## config.mk

```make
export PLATFORM = sky130hd
export DESIGN_NAME = fifo_arbiter_flat
export DESIGN_NICKNAME = d
export VERILOG_FILES = /design/src/rtl/fifo_arbiter_if.sv /design/src/rtl/fifo_arbiter.sv /design/src/flat_wrapper.sv
export SDC_FILE = /design/constraint.sdc
export NUM_CORES = 1
export LEC_CHECK = 0
export BUFFER_PORTS_ARGS = -buffer_cell sky130_fd_sc_hd__buf_2
export CORE_ASPECT_RATIO = 0.6
export CORE_MARGIN = 1
export CORE_UTILIZATION = 52
export DETAILED_ROUTE_END_ITERATION = 8
export GPL_ROUTABILITY_DRIVEN = 0
export MAX_ROUTING_LAYER = met4
export PLACE_DENSITY = 0.84
export SLEW_MARGIN = 10
export SYNTH_ARGS = -nofsm -noshare
export SYNTH_HDL_FRONTEND = slang
export SYNTH_SLANG_ARGS = --single-unit
```

## constraint.sdc

```tcl
create_clock -name clk -period 3.19 [get_ports clk]
set_input_delay 0 -clock clk [delete_from_list [all_inputs] [get_ports clk]]
set_output_delay 0 -clock clk [all_outputs]
set_load 0.03 [all_outputs]
```

## src/rtl/fifo_arbiter_if.sv

```systemverilog
// Requester-side and FIFO-side signals of the FIFO arbiter, bundled for port connection.
// The master modport is the environment (requesters plus FIFO); the slave is the arbiter.
interface fifo_arbiter_if #(
    parameter int DW = 8
);
    logic [1:0]    wr_req;
    logic [DW-1:0] wr_data0;
    logic [DW-1:0] wr_data1;
    logic [1:0]    wr_ack;
    logic          rd_req;
    logic          rd_ack;
    logic [DW-1:0] rd_data;
    logic          fifo_eni;
    logic          fifo_eno;
    logic [DW-1:0] fifo_din;
    logic [DW-1:0] fifo_dout;
    logic [4:0]    fifo_n;
    logic          busy;
    logic [1:0]    last_grant;
    logic [15:0]   op_count;

    modport master (
        output wr_req, wr_data0, wr_data1, rd_req, fifo_dout, fifo_n,
        input  wr_ack, rd_ack, rd_data, fifo_eni, fifo_eno, fifo_din,
               busy, last_grant, op_count
    );

    modport slave (
        input  wr_req, wr_data0, wr_data1, rd_req, fifo_dout, fifo_n,
        output wr_ack, rd_ack, rd_data, fifo_eni, fifo_eno, fifo_din,
               busy, last_grant, op_count
    );
endinterface

```

## src/rtl/fifo_arbiter.sv

```systemverilog
// Round-robin arbiter sharing one FIFO command port between two writers and one reader,
// sequencing the FIFO's two-cycle enable protocol and returning acks and read data.
module fifo_arbiter #(
    parameter int DW  = 8,
    parameter int CAP = 15
) (
    input logic           clk,
    input logic           rst,
    fifo_arbiter_if.slave bus
);

    typedef enum logic [2:0] {
        S_IDLE,
        S_OP1,
        S_OP2,
        S_CAP,
        S_DONE
    } state_t;

    localparam logic [4:0] CapN = 5'(CAP);

    state_t        state_q;
    logic [1:0]    grant_q;
    logic          eni_q;
    logic          eno_q;
    logic [DW-1:0] din_q;
    logic [1:0]    wr_ack_q;
    logic          rd_ack_q;
    logic [DW-1:0] rd_data_q;
    logic          busy_q;
    logic [15:0]   op_count_q;

    logic [2:0]    elig_d;
    logic          any_elig_d;
    logic [1:0]    winner_d;

    // Search order begins at the requester after the last grant; 0 = wr0, 1 = wr1, 2 = rd.
    always_comb begin
        elig_d[0]  = bus.wr_req[0] && (bus.fifo_n < CapN);
        elig_d[1]  = bus.wr_req[1] && (bus.fifo_n < CapN);
        elig_d[2]  = bus.rd_req && (bus.fifo_n != 5'd0);
        any_elig_d = |elig_d;
        winner_d   = 2'd0;
        case (grant_q)
            2'd0:    winner_d = elig_d[1] ? 2'd1 : (elig_d[2] ? 2'd2 : 2'd0);
            2'd1:    winner_d = elig_d[2] ? 2'd2 : (elig_d[0] ? 2'd0 : 2'd1);
            default: winner_d = elig_d[0] ? 2'd0 : (elig_d[1] ? 2'd1 : 2'd2);
        endcase
    end

    always_ff @(posedge clk or posedge rst) begin
        if (rst) begin
            state_q    <= S_IDLE;
            grant_q    <= 2'd2;
            eni_q      <= 1'b0;
            eno_q      <= 1'b0;
            din_q      <= '0;
            wr_ack_q   <= 2'b00;
            rd_ack_q   <= 1'b0;
            rd_data_q  <= '0;
            busy_q     <= 1'b0;
            op_count_q <= 16'd0;
        end else begin
            case (state_q)
                S_IDLE: begin
                    if (any_elig_d) begin
                        state_q <= S_OP1;
                        grant_q <= winner_d;
                        busy_q  <= 1'b1;
                        if (winner_d == 2'd0) begin
                            eni_q <= 1'b1;
                            din_q <= bus.wr_data0;
                        end else if (winner_d == 2'd1) begin
                            eni_q <= 1'b1;
                            din_q <= bus.wr_data1;
                        end else begin
                            eno_q <= 1'b1;
                        end
                    end
                end
                S_OP1: state_q <= S_OP2;
                S_OP2: begin
                    state_q <= S_CAP;
                    eni_q   <= 1'b0;
                    eno_q   <= 1'b0;
                end
                // The FIFO's pop data is settled in CAP; acks and the count become visible in DONE.
                S_CAP: begin
                    state_q    <= S_DONE;
                    op_count_q <= op_count_q + 16'd1;
                    if (grant_q == 2'd2) begin
                        rd_ack_q  <= 1'b1;
                        rd_data_q <= bus.fifo_dout;
                    end else begin
                        wr_ack_q <= (grant_q == 2'd0) ? 2'b01 : 2'b10;
                    end
                end
                S_DONE: begin
                    state_q  <= S_IDLE;
                    wr_ack_q <= 2'b00;
                    rd_ack_q <= 1'b0;
                    busy_q   <= 1'b0;
                end
                default: state_q <= S_IDLE;
            endcase
        end
    end

    assign bus.fifo_eni   = eni_q;
    assign bus.fifo_eno   = eno_q;
    assign bus.fifo_din   = din_q;
    assign bus.wr_ack     = wr_ack_q;
    assign bus.rd_ack     = rd_ack_q;
    assign bus.rd_data    = rd_data_q;
    assign bus.busy       = busy_q;
    assign bus.last_grant = grant_q;
    assign bus.op_count   = op_count_q;

endmodule

```

## src/flat_wrapper.sv

```systemverilog
// flat-port wrapper written by rule: the top's interface ports become plain ports
module fifo_arbiter_flat 
#(
    parameter int DW  = 8,
    parameter int CAP = 15
)
  (clk, rst, bus_wr_req, bus_wr_data0, bus_wr_data1, bus_rd_req, bus_fifo_dout, bus_fifo_n, bus_wr_ack, bus_rd_ack, bus_rd_data, bus_fifo_eni, bus_fifo_eno, bus_fifo_din, bus_busy, bus_last_grant, bus_op_count);
  fifo_arbiter_if #(.DW(DW)) bus_i ();
  input logic clk;
  input logic rst;
  input wire logic [$bits(bus_i.wr_req)-1:0] bus_wr_req;
  input wire logic [$bits(bus_i.wr_data0)-1:0] bus_wr_data0;
  input wire logic [$bits(bus_i.wr_data1)-1:0] bus_wr_data1;
  input wire logic [$bits(bus_i.rd_req)-1:0] bus_rd_req;
  input wire logic [$bits(bus_i.fifo_dout)-1:0] bus_fifo_dout;
  input wire logic [$bits(bus_i.fifo_n)-1:0] bus_fifo_n;
  output wire logic [$bits(bus_i.wr_ack)-1:0] bus_wr_ack;
  output wire logic [$bits(bus_i.rd_ack)-1:0] bus_rd_ack;
  output wire logic [$bits(bus_i.rd_data)-1:0] bus_rd_data;
  output wire logic [$bits(bus_i.fifo_eni)-1:0] bus_fifo_eni;
  output wire logic [$bits(bus_i.fifo_eno)-1:0] bus_fifo_eno;
  output wire logic [$bits(bus_i.fifo_din)-1:0] bus_fifo_din;
  output wire logic [$bits(bus_i.busy)-1:0] bus_busy;
  output wire logic [$bits(bus_i.last_grant)-1:0] bus_last_grant;
  output wire logic [$bits(bus_i.op_count)-1:0] bus_op_count;
  assign bus_i.wr_req = bus_wr_req;
  assign bus_i.wr_data0 = bus_wr_data0;
  assign bus_i.wr_data1 = bus_wr_data1;
  assign bus_i.rd_req = bus_rd_req;
  assign bus_i.fifo_dout = bus_fifo_dout;
  assign bus_i.fifo_n = bus_fifo_n;
  assign bus_wr_ack = bus_i.wr_ack;
  assign bus_rd_ack = bus_i.rd_ack;
  assign bus_rd_data = bus_i.rd_data;
  assign bus_fifo_eni = bus_i.fifo_eni;
  assign bus_fifo_eno = bus_i.fifo_eno;
  assign bus_fifo_din = bus_i.fifo_din;
  assign bus_busy = bus_i.busy;
  assign bus_last_grant = bus_i.last_grant;
  assign bus_op_count = bus_i.op_count;
  fifo_arbiter #(.DW(DW), .CAP(CAP)) u_core (.clk(clk), .rst(rst), .bus(bus_i));
endmodule
```

Word-level counts from Yosys, hierarchy flattened
Index checks and enable logic that the tools add are counted.

Memories kept: 0. Register bits after elaboration: 43. Output and inout bits: 40. Input bits: 34. Logic and storage cells: 71. ROM bits: 0. RAM bits: 0. Bits in latches: 0.

$add $sub $neg: 1. Shift-type cells: 0. Reduce and logical (&&, ||, !) cells: 20. Equal/unequal tests: 13. Multipliers: 0. Divide/modulo/power cells: 0. Muxes and demuxes: 26. Bitwise gates (word level): 0. Order comparisons: 1.

Operator list (count): 16-bit by 1-bit adder with 16-bit output (second input constant) (1); 8-bit 2-to-1 mux (2); 2-bit 2-to-1 mux (7); 3-bit case mux with 4 select lines (1); 2-bit AND reduction (5); 1-bit 2-to-1 mux (9); 1-bit case mux with 2 select lines (4); 2-bit case mux with 2 select lines (2); 2-bit nonzero test (4); 3-bit by 2-bit == test with 1-bit output (second input constant) (2); 2-bit != test (second input constant) (3); 3-bit AND reduction (2); 5-bit by 4-bit < comparator with 1-bit output (second input constant) (1); 5-bit nonzero test (1); 2-bit by 1-bit == test with 1-bit output (second input constant) (2); 2-bit zero test (2); 2-bit by 1-bit != test with 1-bit output (second input constant) (2); 4-bit AND reduction (1); 3-bit by 1-bit == test with 1-bit output (second input constant) (1); 3-bit == test (second input constant) (1); 1-bit logical AND (3); 3-bit zero test (1); 3-bit 2-to-1 mux (1); 3-bit by 1-bit != test with 1-bit output (second input constant) (1); 2 further kinds (2).

Longest topological paths before layout
Word-level depth: 10. Gate-level depth with buffers: 7. Mapped depth without buffers: 6.

Least setup slack after synthesis
Ideal clock, no wire load.

Kind: reg-to-reg. Start point: register u_core.grant_q[1], in the netlist u_core.bus.last_grant[1]. End point: register u_core.din_q[0], in the netlist u_core.bus.fifo_din[0]. Library setup time: 125 ps. Stages on the path, launching flop included: 7. Setup slack: 1136 ps. Arrival time: 1929 ps. Data required time: 3065 ps. Buffers on the path: 1. Clock period less this slack: 2054 ps. Path through: dfstp_2 clkbuf_1 inv_1 o211ai_1 a22oi_1 nor2_2 mux2_2.

Word-level cells in the longest chain between the ends: 5. Elaborated cells on any way between the ends: 8. Classes of those cells: 2 x eq/ne; 2 x mux; 4 x reduce/logical.

Ends and longest elaborated chain: from (decl) (RTL line fifo_arbiter.sv:23) `logic [1:0] grant_q;`; from (signal assigned) (RTL line fifo_arbiter.sv:68) `grant_q <= winner_d;`; 2-bit by 1-bit == test with 1-bit output or 2-bit zero test (tied branches) (RTL line fifo_arbiter.sv:44) `case (grant_q)`; 2-bit case mux with 2 select lines * (RTL line fifo_arbiter.sv:44); 2-bit by 1-bit == test with 1-bit output or 2-bit zero test (tied branches) (RTL line fifo_arbiter.sv:73, fifo_arbiter.sv:70); 2-bit nonzero test (no line); 3-bit AND reduction (no line); to (signal assigned) (RTL line fifo_arbiter.sv:72) `din_q <= bus.wr_data0;`; to (signal assigned) (RTL line fifo_arbiter.sv:75) `din_q <= bus.wr_data1;`; to (decl) (RTL line fifo_arbiter.sv:26) `logic [DW-1:0] din_q;`.

Mark *: on every way between the ends. The rest lies on a longest branch, timed or not. A chain may end at the register's enable or synchronous reset.

Worst setup path after layout
Start point: register u_core.state_q[0]. End point: register u_core.op_count_q[13], in the netlist u_core.bus.op_count[13].

Word-level cells in the longest chain between the ends: 1.

Ends and longest elaborated chain: from (decl) (RTL line fifo_arbiter.sv:22) `state_t state_q;`; from (signal assigned) (RTL line fifo_arbiter.sv:53) `state_q <= S_IDLE;`; from (signal assigned) (RTL line fifo_arbiter.sv:67) `state_q <= S_OP1;`; from (signal assigned) (RTL line fifo_arbiter.sv:81) `S_OP1: state_q <= S_OP2;`; 3-bit by 2-bit == test with 1-bit output (RTL line fifo_arbiter.sv:64) `case (state_q)`; to (signal assigned) (RTL line fifo_arbiter.sv:90) `op_count_q <= op_count_q + 16'd1;`; to (decl) (RTL line fifo_arbiter.sv:31) `logic [15:0] op_count_q;`.

Every way passes these cells.

==> results.cfg <==
[outcome]
status = finished clean

[clocking]
clk_latency_ns = 0.30
cts_made_buffers = 5
clockRootBuffer = clkbuf_8
cts.clk_slew.worst_paths_ns = 0.08
ctsResizeCount = 0
cts_tree = built
clockBufferDepth = 2
cts_sinks = 43
h-tree-depth = 2
holdBufCountCts = 9
cts_setup_buffers = 0

[synthesis]
synth_nets = 202
synth-edff-count = 0
synth_ff_type = dfrtp_1
yosys-top-cells-area = dfrtp_1 (53%), mux2_2 (9.0%), xnor2_1 (5.3%)
synthTopCellsByCount = dfrtp_1 (42), mux2_2 (16), nand2_1 (14)
synth_most_common_cell = dfrtp_1
ys_seq_area_frac = 0.538
yosysUniqueCellTypes = 43
synth-warning-count = 0
ys_seq_elements = 43
synth_top_area_frac = 0.525
syn_area_um2 = 2000
synth_cells = 167
avgSynthCellArea_um2 = 12.0
synthArstFlopShare = 1.00
synth_largest_area_cell = dfrtp_1

[worst_setup_path]
crit_cells = 5
path_buf_inv = 0
critPathRequiredTime_ns = 3.42
slowest_stage = nor3_1
reg2reg_slack_ns = 1.10
crit_start = u_core.state_q[0]$_DFFE_PP0N_
worst_path_dominant_cell_family = simple AND/OR/NAND/NOR gates
path_class = flop to flop
crit_chain = nand3b_1 > nor3_1 > nand4_1 > nor2_1 > xor2_1
crit_fanout = 8
timing.rr.end = u_core.bus.op_count[13]$_DFFE_PP0P_
r2r_cells = 5
worstReg2RegStart = u_core.state_q[0]$_DFFE_PP0N_
endpoint_kind = flop
cp.arrival_ns = 2.31
slowest_delay_ns = 0.59
crit_path_end = u_core.bus.op_count[13]$_DFFE_PP0P_
startpoint_type = flop

[floorplanning]
die_h_um = 50.0
die_area_um2 = 4110
start_util = 0.544
io_pins = 74
coreArea_um2 = 3680
die_width_um = 82.1
std_cell_rows = 17

[global_route]
gr-total-overflow = 0
grt_pass1_wl_um = 7330
first_global_vias = 1560
antenna_found_initial = 0
grt_max_degree = 44
grt_usage = 0.255

[timing]
setup_tns_ns = 0
rsz0062_at_grt = no
finalWorstSetupSlack_ns = 1.10
hold_slack_ns = 0.0591
final_max_slew_viol_count = 0
finalHoldViolCount = 0
min_period_ns = 2.09
post-route-period-util = 0.654
finalSetupViolCount = 0
slew_headroom = 0.558
fmax_mhz = 479
worst_pin_slew_ns = 0.659
fin_skew_ns = 0.00605

[placement]
place_ws_ns = 1.12
dp_hpwl_um = 3110
io_buffer_count = 73
place_area_um2 = 2410
placed_cells = 284

[routing]
drt_pass1_iterations = 4
vias = 1615
drc = 0
vias_per_cell = 5.37
wl_per_cell_um = 14.7
drtAntennaViolNets = 0
drt-total-wl_um = 4410
drtIter0Drc = 100

[layout]
final_layout_size_suffix_gt1_frac = 0.421
final_util = 0.712
nets = 288
areaGrowthSynthToFinish_pct = 31.0
stdcell_area_um2 = 2620
diodes = 0
fin_cells = 301

[power]
total_power_mw = 2.38
power.density_nw_per_um2 = 910
p_leak_nw = 1.29
vdd_drop_max_mv = 0.726

[worst_hold_path]
hp-class = input port to flop
min-delay-start = bus_wr_data0[6]

[run]
maxCapViolations = 0
[registers in the layout, summed over array words and instances, names as in the netlist]
name / flops
u_core.state_q: 3
u_core.bus.fifo_eni: 1
u_core.bus.busy: 1
u_core.bus.rd_data: 8
u_core.bus.fifo_din: 8
u_core.bus.fifo_eno: 1
u_core.bus.wr_ack: 2
u_core.bus.last_grant: 2
u_core.bus.rd_ack: 1
u_core.bus.op_count: 16
[logic make-up (layout without fill, tap and decap cells)]
family	Yosys count	after routing	synth area share
simple gates	46	46	0.120
mux	16	16	0.0901
buf+inv	9	96	0.0188
compound gates	36	36	0.156
flops	43	43	0.538
fa+ha+maj	1	1	0.00625
xor+xnor	16	16	0.0700
[worst register-to-register path: stages, from the launching register on]
cell      delay [ns]
dfrtp_1         0.49
nand3b_1        0.28
nor3_1          0.59
nand4_1         0.29
nor2_1          0.20
xor2_1          0.16
[cells in the final DEF (no fill, tap or decap), types with 2 or more instances in the layout]
master and count:
mux2_2 16, nand4_1 4, a211oi_1 3, inv_1 4, and4_1 3, nor3_1 2, a21oi_1 4, clkbuf_8 6
dfrtp_1 42, xor2_1 4, o21ai_0 3, o21a_1 3, o211ai_1 2, buf_2 73, nand2_1 14, o32a_1 8
nand3_1 4, nand2b_1 2, xnor2_1 12, a21o_1 2, dlygate4sd3_1 9, nor2_1 9
[worst min-delay path by stage]
stage / cells past startpoint / to
final: 3 / u_core.bus.fifo_din[6]$_DFFE_PP0P_
after global routing: 3 / u_core.bus.fifo_din[6]$_DFFE_PP0P_
after CTS: 3 / u_core.bus.fifo_din[6]$_DFFE_PP0P_
after detailed placement: 3 / u_core.bus.op_count[7]$_DFFE_PP0P_
after global placement: 3 / u_core.bus.op_count[7]$_DFFE_PP0P_
after floorplan: 1 / u_core.bus.rd_data[0]$_DFFE_PP0P_
[area by class of cell]
class / count / area (µm²)
well taps: 47 / 58.8
clock inverters: 2 / 35.0
repair buffers: 83 / 463
inverters: 5 / 18.8
clock buffers: 6 / 82.6
fillers: 281 / 1060
flip-flops and latches: 43 / 1080
multi-input cells: 115 / 886
[routing by layer]
layer	vias to the layer above	GRT usage	wire, µm
met5	-	-	0
met4	0	0.108	80
met2	44	0.354	1950
met3	9	0.0685	226
met1	781	0.348	2150
li1	781	-	-
[power by group]
group          total (mW)  internal (mW)  switching, mW
sequential          0.912          0.736          0.175
combinational        1.03          0.382          0.650
clock               0.441          0.253          0.188
(Power assumes the default switching activity.)
